$ cat src/rtl/arb_pkg.sv
// ---------------------------------------------------------------------------
// arb_pkg
//
// Purpose:
//   Shared definitions for the round-robin / fixed-priority bus arbiter.
//   It holds the arbiter state encoding, the priority mode selectors and a
//   helper that sizes index fields from a requester count.
//
// Contents:
//   arb_state_e  - arbiter state encoding (IDLE, BUSY)
//   ARB_FIXED    - RR_MODE value for fixed priority, master 0 highest
//   ARB_RR       - RR_MODE value for round-robin priority
//   calc_idx_w   - width of an index able to address n requesters (min 1)
// ---------------------------------------------------------------------------
package arb_pkg;

  // IDLE: no bus owner, a fresh arbitration happens every cycle.
  // BUSY: a grant is held until the owner acks or the hold limit forces it off.
  typedef enum logic [0:0] {
    IDLE = 1'b0,
    BUSY = 1'b1
  } arb_state_e;

  localparam int ARB_FIXED = 0;
  localparam int ARB_RR    = 1;

  // A single requester still needs a 1-bit index field, so the width never
  // drops below one.
  function automatic int calc_idx_w(input int n);
    if (n <= 2) begin
      return 1;
    end
    return $clog2(n);
  endfunction

endpackage

$ cat src/rtl/arb_rr_pick.sv
// ---------------------------------------------------------------------------
// arb_rr_pick
//
// Purpose:
//   Purely combinational rotating-priority selector. It scans the request
//   vector starting at position 'base' and wrapping modulo N. The first
//   asserted request wins. With base held at 0 it is a plain fixed-priority
//   encoder with index 0 highest.
//
// Parameters:
//   N      - number of requesters
//   IDX_W  - width of the index / base pointer
//
// Ports:
//   req    in   N      request vector, one bit per requester
//   base   in   IDX_W  highest-priority position for this scan (< N)
//   grant  out  N      one-hot winner, or zero when nothing is requested
//   idx    out  IDX_W  index of the winner, 0 when nothing is requested
//   any    out  1      high when some request was found
// ---------------------------------------------------------------------------
module arb_rr_pick #(
  parameter int N     = 4,
  parameter int IDX_W = 2
) (
  input  logic [N-1:0]     req,
  input  logic [IDX_W-1:0] base,
  output logic [N-1:0]     grant,
  output logic [IDX_W-1:0] idx,
  output logic             any
);

  // The scan position is computed one bit wider than the index. base + off
  // can reach 2N-2, and the extra bit lets a single conditional subtract
  // fold it back into range without a real modulo operator.
  logic [IDX_W:0]   sum;
  logic [IDX_W-1:0] pos;

  // Walk the N positions in priority order and lock onto the first hit.
  // Once 'any' is set, later positions are ignored, so the grant is one-hot.
  always_comb begin
    grant = '0;
    idx   = '0;
    any   = 1'b0;
    sum   = '0;
    pos   = '0;
    for (int off = 0; off < N; off++) begin
      sum = {1'b0, base} + (IDX_W+1)'(off);
      if (sum >= (IDX_W+1)'(N)) begin
        sum = sum - (IDX_W+1)'(N);
      end
      pos = sum[IDX_W-1:0];
      if (!any && req[pos]) begin
        grant[pos] = 1'b1;
        idx        = pos;
        any        = 1'b1;
      end
    end
  end

endmodule

$ cat src/rtl/rr_bus_arbiter.sv
// ---------------------------------------------------------------------------
// rr_bus_arbiter
//
// Purpose:
//   Arbitrates N_MASTERS requesters onto one shared bus. A granted master
//   keeps the bus until the slave side acknowledges (bus_ack) or, when
//   MAX_HOLD is non-zero, until it has held the bus for MAX_HOLD cycles.
//   Priority is fixed (master 0 highest) or round-robin, chosen at
//   elaboration through RR_MODE.
//
// Parameters:
//   N_MASTERS  - number of requesters (2..16)
//   RR_MODE    - ARB_FIXED (0) or ARB_RR (1)
//   MAX_HOLD   - max cycles a grant is held without bus_ack, 0 = no limit
//   IDX_W      - grant index width, derived from N_MASTERS
//
// Ports:
//   clk          in   1          system clock, rising edge
//   reset        in   1          synchronous active-high reset
//   bus_req      in   N_MASTERS  request vector
//   bus_ack      in   1          current owner finished its transfer
//   bus_grant    out  N_MASTERS  registered one-hot-or-zero grant
//   grant_valid  out  1          registered, equals |bus_grant
//   grant_idx    out  IDX_W      registered index of the owner, 0 if none
//   timeout      out  1          registered one-cycle pulse on forced release
// ---------------------------------------------------------------------------
module rr_bus_arbiter
  import arb_pkg::*;
#(
  parameter int N_MASTERS = 4,
  parameter int RR_MODE   = 1,
  parameter int MAX_HOLD  = 8,
  parameter int IDX_W     = calc_idx_w(N_MASTERS)
) (
  input  logic                 clk,
  input  logic                 reset,
  input  logic [N_MASTERS-1:0] bus_req,
  input  logic                 bus_ack,
  output logic [N_MASTERS-1:0] bus_grant,
  output logic                 grant_valid,
  output logic [IDX_W-1:0]     grant_idx,
  output logic                 timeout
);

  localparam logic [0:0] ST_IDLE = IDLE;
  localparam logic [0:0] ST_BUSY = BUSY;

  // The hold counter only needs to reach MAX_HOLD-1. The timeout fires
  // there and reloads the counter, so it never climbs further. With the
  // timeout disabled it simply parks at its all-ones value.
  localparam int CNT_W = (MAX_HOLD <= 2) ? 1 : $clog2(MAX_HOLD);
  localparam logic [CNT_W-1:0] HOLD_SAT =
    (MAX_HOLD > 0) ? CNT_W'(MAX_HOLD - 1) : CNT_W'((1 << CNT_W) - 1);

  localparam logic [IDX_W-1:0] LAST_IDX = IDX_W'(N_MASTERS - 1);

  logic [0:0]           state;
  logic [IDX_W-1:0]     rr_ptr;
  logic [CNT_W-1:0]     hold_cnt;

  logic [N_MASTERS-1:0] pick_grant;
  logic [IDX_W-1:0]     pick_idx;
  logic                 pick_any;

  logic                 timeout_cond;
  logic                 release_ev;
  logic                 load_grant;
  logic [IDX_W-1:0]     next_ptr;

  // The selector is always evaluated against the live request vector. Its
  // result is only captured on cycles where a new grant may be loaded.
  arb_rr_pick #(
    .N     (N_MASTERS),
    .IDX_W (IDX_W)
  ) u_pick (
    .req   (bus_req),
    .base  (rr_ptr),
    .grant (pick_grant),
    .idx   (pick_idx),
    .any   (pick_any)
  );

  // Release and load decisions.
  // A forced release needs the owner to have spent MAX_HOLD-1 counted cycles
  // already and still not be acking now, so the grant is visible for at most
  // MAX_HOLD cycles. If ack and the limit land together, it counts as a
  // normal ack. In IDLE the arbiter re-picks every cycle, so bus_ack has no
  // effect there.
  always_comb begin
    timeout_cond = 1'b0;
    if (MAX_HOLD > 0) begin
      timeout_cond = (state == ST_BUSY) && !bus_ack && (hold_cnt == HOLD_SAT);
    end
    release_ev = (state == ST_BUSY) && (bus_ack || timeout_cond);
    load_grant = (state == ST_IDLE) || release_ev;
  end

  // The pointer moves just past the master being granted, so that master
  // becomes lowest priority for the next pick. That same rule demotes a
  // master that was forced off by the hold limit.
  always_comb begin
    next_ptr = '0;
    if (pick_idx != LAST_IDX) begin
      next_ptr = pick_idx + IDX_W'(1);
    end
  end

  // Main state machine with the output registers.
  // Every load of a grant, zero or not, restarts the hold count. The pointer
  // only advances on a real grant, and it stays at zero in fixed-priority
  // mode. Outside a load, a BUSY owner is still holding without an ack, so
  // the counter ticks up and saturates.
  always_ff @(posedge clk) begin
    if (reset) begin
      state       <= ST_IDLE;
      rr_ptr      <= '0;
      hold_cnt    <= '0;
      bus_grant   <= '0;
      grant_valid <= 1'b0;
      grant_idx   <= '0;
      timeout     <= 1'b0;
    end else begin
      timeout <= 1'b0;
      if (load_grant) begin
        bus_grant   <= pick_grant;
        grant_valid <= pick_any;
        grant_idx   <= pick_idx;
        hold_cnt    <= '0;
        timeout     <= timeout_cond;
        state       <= pick_any ? ST_BUSY : ST_IDLE;
        if (pick_any && (RR_MODE == ARB_RR)) begin
          rr_ptr <= next_ptr;
        end
      end else if (state == ST_BUSY) begin
        if (hold_cnt != HOLD_SAT) begin
          hold_cnt <= hold_cnt + CNT_W'(1);
        end
      end
      if (RR_MODE != ARB_RR) begin
        rr_ptr <= '0;
      end
    end
  end

endmodule

$ cat config.mk
export PLATFORM = sky130hd
export DESIGN_NAME = rr_bus_arbiter
export DESIGN_NICKNAME = d
export VERILOG_FILES = /design/src/rtl/arb_pkg.sv /design/src/rtl/arb_rr_pick.sv /design/src/rtl/rr_bus_arbiter.sv
export SDC_FILE = /design/constraint.sdc
export NUM_CORES = 1
export LEC_CHECK = 0
export ABC_AREA = 1
export CORE_AREA = 2 2 46 48
export CTS_CLUSTER_DIAMETER = 200
export DETAILED_ROUTE_END_ITERATION = 10
export DIE_AREA = 0 0 48 50
export PLACE_DENSITY = 0.76
export SKIP_CTS_REPAIR_TIMING = 1
export SYNTH_ARGS = -nofsm -noshare
export SYNTH_HDL_FRONTEND = slang
export SYNTH_SLANG_ARGS = --single-unit
$ cat constraint.sdc
create_clock -name clk -period 2.5 [get_ports clk]
set_input_delay 0.75 -clock clk [delete_from_list [all_inputs] [get_ports clk]]
set_output_delay 0.75 -clock clk [all_outputs]
set_load 0.01 [all_outputs]
# Word-level counts from Yosys, hierarchy flattened

Cells that the tools add are included.

Flip-flop bits (word level): 14
Bits in latches: 0
Memory bits (writable): 0
Memory bits (read-only): 0
Logic and storage cells: 90
Memories: 0

Add/subtract/negate cells: 9
Multiply operators: 0
Div/mod/pow operators: 0
$lt $le $gt $ge: 12
Eq/ne operators: 3
Shifts and indexed selects: 0
Mux-type cells: 34
Bitwise gates (word level): 5
Reduce and logical (&&, ||, !) cells: 20

Operator list:

| cell                                                                                | count |
|---|---|
| 2-bit 2-to-1 mux                                                                    | 9 |
| 4-bit 2-to-1 mux                                                                    | 4 |
| 1-bit 2-to-1 mux                                                                    | 13 |
| 2-bit by 3-bit < comparator with 1-bit output, second input constant                | 4 |
| 4-bit OR                                                                            | 3 |
| 1-bit logical AND                                                                   | 10 |
| 3-bit greater-or-equal comparator, second input constant                            | 3 |
| 1-bit binary-select mux with 2-bit select                                           | 4 |
| 1-bit demux with 2-bit select                                                       | 4 |
| 2-bit by 1-bit greater-or-equal comparator with 1-bit output, second input constant | 4 |
| 2-bit by 1-bit subtractor with 2-bit output, second input constant                  | 4 |
| 2-bit by 2-bit adder with 3-bit output, second input constant                       | 2 |
| 1-bit zero test                                                                     | 4 |
| 2-bit AND reduction                                                                 | 2 |
| 2-bit OR reduction                                                                  | 2 |
| 2-bit by 1-bit adder with 3-bit output, second input constant                       | 1 |
| 3-bit by 1-bit adder with 3-bit output, second input constant                       | 1 |
| 3-bit == test, second input constant                                                | 1 |
| 2-bit by 3-bit greater-or-equal comparator with 1-bit output, second input constant | 1 |
| 3-bit != test, second input constant                                                | 1 |
| 2-bit by 1-bit adder with 2-bit output, second input constant                       | 1 |
| 1-bit logical OR                                                                    | 2 |
| 2-bit != test, second input constant                                                | 1 |
| 1-bit NOT                                                                           | 2 |

# Depth between registers and ports, before layout

Depth after elaboration: 16
Depth in mapped cells: 15
Depth with buffers taken out: 14

# By module

From an unflattened synthesis, not the netlist that was laid out.

Cell total of the unflattened synthesis: 143
Area total of the unflattened synthesis: 974.7 um^2

By module, submodules not included:

| module         | times used | cells an instance | area an instance (um^2) |
|---|---|---|---|
| rr_bus_arbiter | 1          | 69                | 534.3 |
| arb_rr_pick    | 1          | 74                | 440.4 |

# Worst setup path before layout

OpenSTA, ideal clock, no wires.

Path type: register to register
Start: reg rr_ptr[0]
End: reg rr_ptr[1]
Library setup time: 0.116 ns
Arrival time: 2.102 ns
Slack: 0.282 ns
Stages on the path, launching flop included: 14
Cell sequence: dfxtp_1 -> buf_6 -> inv_6 -> ha_1 -> inv_1 -> nand3_2 -> nand2_4 -> nand2_4 -> nor2_4 -> nand3_1 -> and2_1 -> ha_1 -> o21ai_0 -> nor2_1

Cells in the longest elaborated chain, start to end: 16
Elaborated cells between the ends (all ways): 41

RTL lines:

| what                                                                            | line                                         | text |
|---|---|---|
| start, declared                                                                 | rr_bus_arbiter.sv:58                         | `logic [IDX_W-1:0] rr_ptr;` |
| start signal, assigned                                                          | rr_bus_arbiter.sv:132                        | `rr_ptr <= next_ptr;` |
| branches (longest 13 deep; another with 2-bit by 1-bit adder with 3-bit output) | --                                           |  |
| 2-bit 2-to-1 mux *                                                              | arb_rr_pick.sv:52                            | `if (!any && req[pos]) begin` |
| via pick_idx[1]                                                                 | rr_bus_arbiter.sv:62                         | `logic [IDX_W-1:0] pick_idx;` |
| 2-bit by 1-bit adder with 2-bit output / 2-bit != test (equally long branches)  | rr_bus_arbiter.sv:104, rr_bus_arbiter.sv:103 |  |
| 2-bit 2-to-1 mux *                                                              | rr_bus_arbiter.sv:103                        | `if (pick_idx != LAST_IDX) begin` |
| via next_ptr[1]                                                                 | rr_bus_arbiter.sv:68                         | `logic [IDX_W-1:0] next_ptr;` |

Mark *: on every way through the listed nets, which the timed path passes. The select of a mux whose other input is x is not followed.
A chain may end at the register's enable or synchronous reset.

# Final worst setup path

Start: in bus_req[3]
End: reg rr_ptr[1]

Cells in the longest elaborated chain, start to end: 14
Elaborated cells between the ends (all ways): 26

RTL lines:

| what                                                                           | line                                         | text |
|---|---|---|
| start, declared                                                                | rr_bus_arbiter.sv:37                         | `input logic [N_MASTERS-1:0] bus_req,` |
| 1-bit binary-select mux with 2-bit select                                      | arb_rr_pick.sv:52                            |  |
| 1-bit 2-to-1 mux (implied by the code)                                         | arb_rr_pick.sv:52                            |  |
| 1-bit 2-to-1 mux                                                               | arb_rr_pick.sv:52                            |  |
| 1-bit zero test                                                                | arb_rr_pick.sv:52                            |  |
| 1-bit logical AND                                                              | arb_rr_pick.sv:52                            |  |
| 1-bit 2-to-1 mux                                                               | arb_rr_pick.sv:52                            |  |
| 1-bit zero test                                                                | arb_rr_pick.sv:52                            |  |
| 1-bit logical AND                                                              | arb_rr_pick.sv:52                            |  |
| 1-bit 2-to-1 mux                                                               | arb_rr_pick.sv:52                            |  |
| 1-bit zero test                                                                | arb_rr_pick.sv:52                            |  |
| 1-bit logical AND                                                              | arb_rr_pick.sv:52                            |  |
| 2-bit 2-to-1 mux *                                                             | arb_rr_pick.sv:52                            |  |
| via pick_idx[1]                                                                | rr_bus_arbiter.sv:62                         |  |
| 2-bit by 1-bit adder with 2-bit output / 2-bit != test (equally long branches) | rr_bus_arbiter.sv:104, rr_bus_arbiter.sv:103 |  |
| 2-bit 2-to-1 mux *                                                             | rr_bus_arbiter.sv:103                        |  |
| via next_ptr[1]                                                                | rr_bus_arbiter.sv:68                         |  |

Mark *: on every way through the listed nets, which the timed path passes. The rest lies on a longest branch. The select of a mux whose other input is x is not followed.

==> results.tsv <==
stage	metric	value	unit
layout	fillers	159	
layout	most common cell after layout, fill and taps aside	nand2_1	
global_route	initial antenna violation count	0	
layout	ANT cells	0	
job	Max Cap Viol	0	
worst_setup_path	crit path max-delay cell type	clkdlybuf4s50_1	
clock_tree	root buffer cell	clkbuf_4	
route	WL/cell	11.1	um
layout	area growth from synthesis to layout	30.8	%
sta	Final Hold Viols	0	
synth	post-synthesis cell area	956	um^2
sta	final slew viol count	0	
synth	syn_area_per_cell	6.83	um^2
route	Via density	5.05	
clock_tree	clk_lat worst skew	0.28	ns
sta	minimum hold slack	0.433	ns
worst_setup_path	Setup CP Type	in2reg	
synth	YS warnings	0	
global_route	first-pass GRT wire length	3.51	mm
synth	Yosys reg bits	13	
synth	Synth area leaders	dfxtp_1 27%, nand2_1 20%, ha_1 10%	
worst_setup_path	cell family with most CP delay	simple AND/OR/NAND/NOR gates	
global_route	GRT Total Usage	20.1	%
place	RePlAce Congestion	0.874	
global_route	largest net degree at the start of global routing	11	
global_route	grt total ovfl	0	
route	DR DRC count	0	
clock_tree	TritonCTS clock tree	done	
sta	RSZ-0062 raised after global routing	false	
floorplanning	DIE HEIGHT	50	um
synth	sequential fraction of the synthesis area	27.2	%
synth	Synth async-reset ratio	0	%
floorplanning	Die Area	2400	um^2
layout	nets	187	
route	WL final	2.21	mm
route	Via Count	1000	
clock_tree	Sink Count	13	
clock_tree	Num CTS Buffers	3	
sta	Final Setup Violations	0	
floorplanning	# IOs	15	
synth	post-synth top area cell	dfxtp_1	
power	peak supply drop	0.817	mV
sta	worst-margin pin slew	0.325	ns
power	total power	1.57	mW
route	DR iter-0 viols	35	
floorplanning	CORE AREA	1900	um^2
worst_hold_path	Hold Path Class	reg2reg	
worst_setup_path	crit-path cells	clkdlybuf4s50_1 -> inv_1 -> nand2_1 -> nand3_2 -> nand2_4 -> nor2_4 -> a21boi_1 -> nand3_1 -> and2_1 -> ha_1 -> o21ai_1 -> nor2_1	
sta	relative slew slack	78.3	%
worst_setup_path	crit path max fanout	4	
worst_setup_path	Buf+Inv Stages, Crit Path	2	
floorplanning	die span in x	48	um
sta	Final period util	93.4	%
sta	Final min period	2.33	ns
power	static leakage	0.645	nW
clock_tree	Clock Pin Slew Worst Setup and Hold Paths	0.08	ns
worst_setup_path	Startpoint Class	input pin	
worst_setup_path	CP arrival	2.51	ns
synth	EDFF count, synth	0	
status	status	complete, no violations	
floorplanning	# rows	16	
floorplanning	Initial Util	50.3	%
sta	fmax	428	MHz
synth	top cell type's share of synthesized area	27.2	%
clock_tree	H-tree depth	1	
synth	Yosys cell types	24	
synth	Synthesized Nets	155	
worst_setup_path	Worst Path Required	2.67	ns
worst_setup_path	max incr delay on CP	0.51	ns
clock_tree	Clock Tree Buf Depth	2	
synth	ys flop type	dfxtp_1	
synth	cells after synthesis	140	
layout	share of post-route cells with drive strength above 1	23.4	%
route	Antenna Violating Nets Remaining	0	
route	Pre-Repair DR Iteration Count	4	
worst_setup_path	Crit. End Element	register	
power	pwr/cell area	1260	nW/um^2
place	number of port buffers	14	
global_route	vias in the first global route	861	
place	Final HPWL DP	1.81	mm
layout	most frequent cells in the layout	50 x nand2_1, 15 x nand3_1, 14 x clkdlybuf4s50_1, 14 x buf_4, 13 x dfxtp_1	
sta	Layout Skew	0.00581	ns
## path summary, 6_finish.rpt
kind	from	endpoint	slack, ns	cells past startpoint
hold reg to reg	hold_cnt[0]$_SDFFE_PP0P_	hold_cnt[0]$_SDFFE_PP0P_	0.43	1
hold / removal	hold_cnt[0]$_SDFFE_PP0P_	hold_cnt[0]$_SDFFE_PP0P_	0.43	1
setup / recovery	bus_req[3]	rr_ptr[1]$_SDFFE_PP0P_	0.17	12
setup reg to reg	rr_ptr[0]$_SDFFE_PP0P_	rr_ptr[1]$_SDFFE_PP0P_	0.30	12
## cell type report
class                      instances  area, um^2  share of cell area [%]
inverter                          17        71.3                    5.71
multi-input combinational        109         613                    49.0
tap                               27        33.8                    2.70
clock buffer                       4        26.3                    2.10
sequential                        13         260                    20.8
timing repair buffer              28         245                    19.6
## synth_stat cells, types with 2 or more instances
master,instances
a21oi_1,2
a22oi_1,4
dfxtp_1,13
ha_1,8
inv_1,10
inv_2,5
nand2_1,50
nand2_2,5
nand2_4,3
nand3_1,15
nand3_2,3
nand4_1,3
nor2_1,5
nor2_2,2
nor2_4,2
nor3_1,2
## through the flow
step / cells / worst slack (ns) / util [%] / setup TNS [ns] / instance area (um^2)
5_1_grt: 198 / 0.0281 / 65.7 / 0 / 1250
4_1_cts: 198 / 0.128 / 65.7 / 0 / 1250
3_3_place_gp: 194 / -0.0653 / 64.3 / -0.0653 / 1220
2_1_floorplan: 140 / 0.282 / - / 0 / 956
6_report: 198 / 0.166 / 65.7 / 0 / 1250
3_5_place_dp: 194 / -0.165 / 64.3 / -0.180 / 1220
## state kept, by name (all words and copies together) (netlist names)
register,flops
hold_cnt,3
grant_valid,1
grant_idx,2
bus_grant,4
rr_ptr,2
timeout,1
## report_power, final
part / internal (mW) / switching (mW) / total, mW
combinational: 0.503 / 0.640 / 1.14
clock: 0.0619 / 0.0681 / 0.130
sequential: 0.266 / 0.0347 / 0.300
## per-layer routing
layer / GRT usage, % / wire length [um]
met1: 24.6 / 950
met2: 32.9 / 1080
met3: 5.49 / 130
met4: 6.31 / 46
met5: 0 / 0
## cells by family after synthesis
| family | after synthesis | share of synthesized area, % |
|---|---|---|
| compound gates | 10 | 6.94 |
| flops | 13 | 27.2 |
| simple gates | 91 | 46.7 |
| buf+inv | 18 | 8.64 |
| fa+ha+maj | 8 | 10.5 |
No activity file was read; power rests on OpenSTA's default activity.
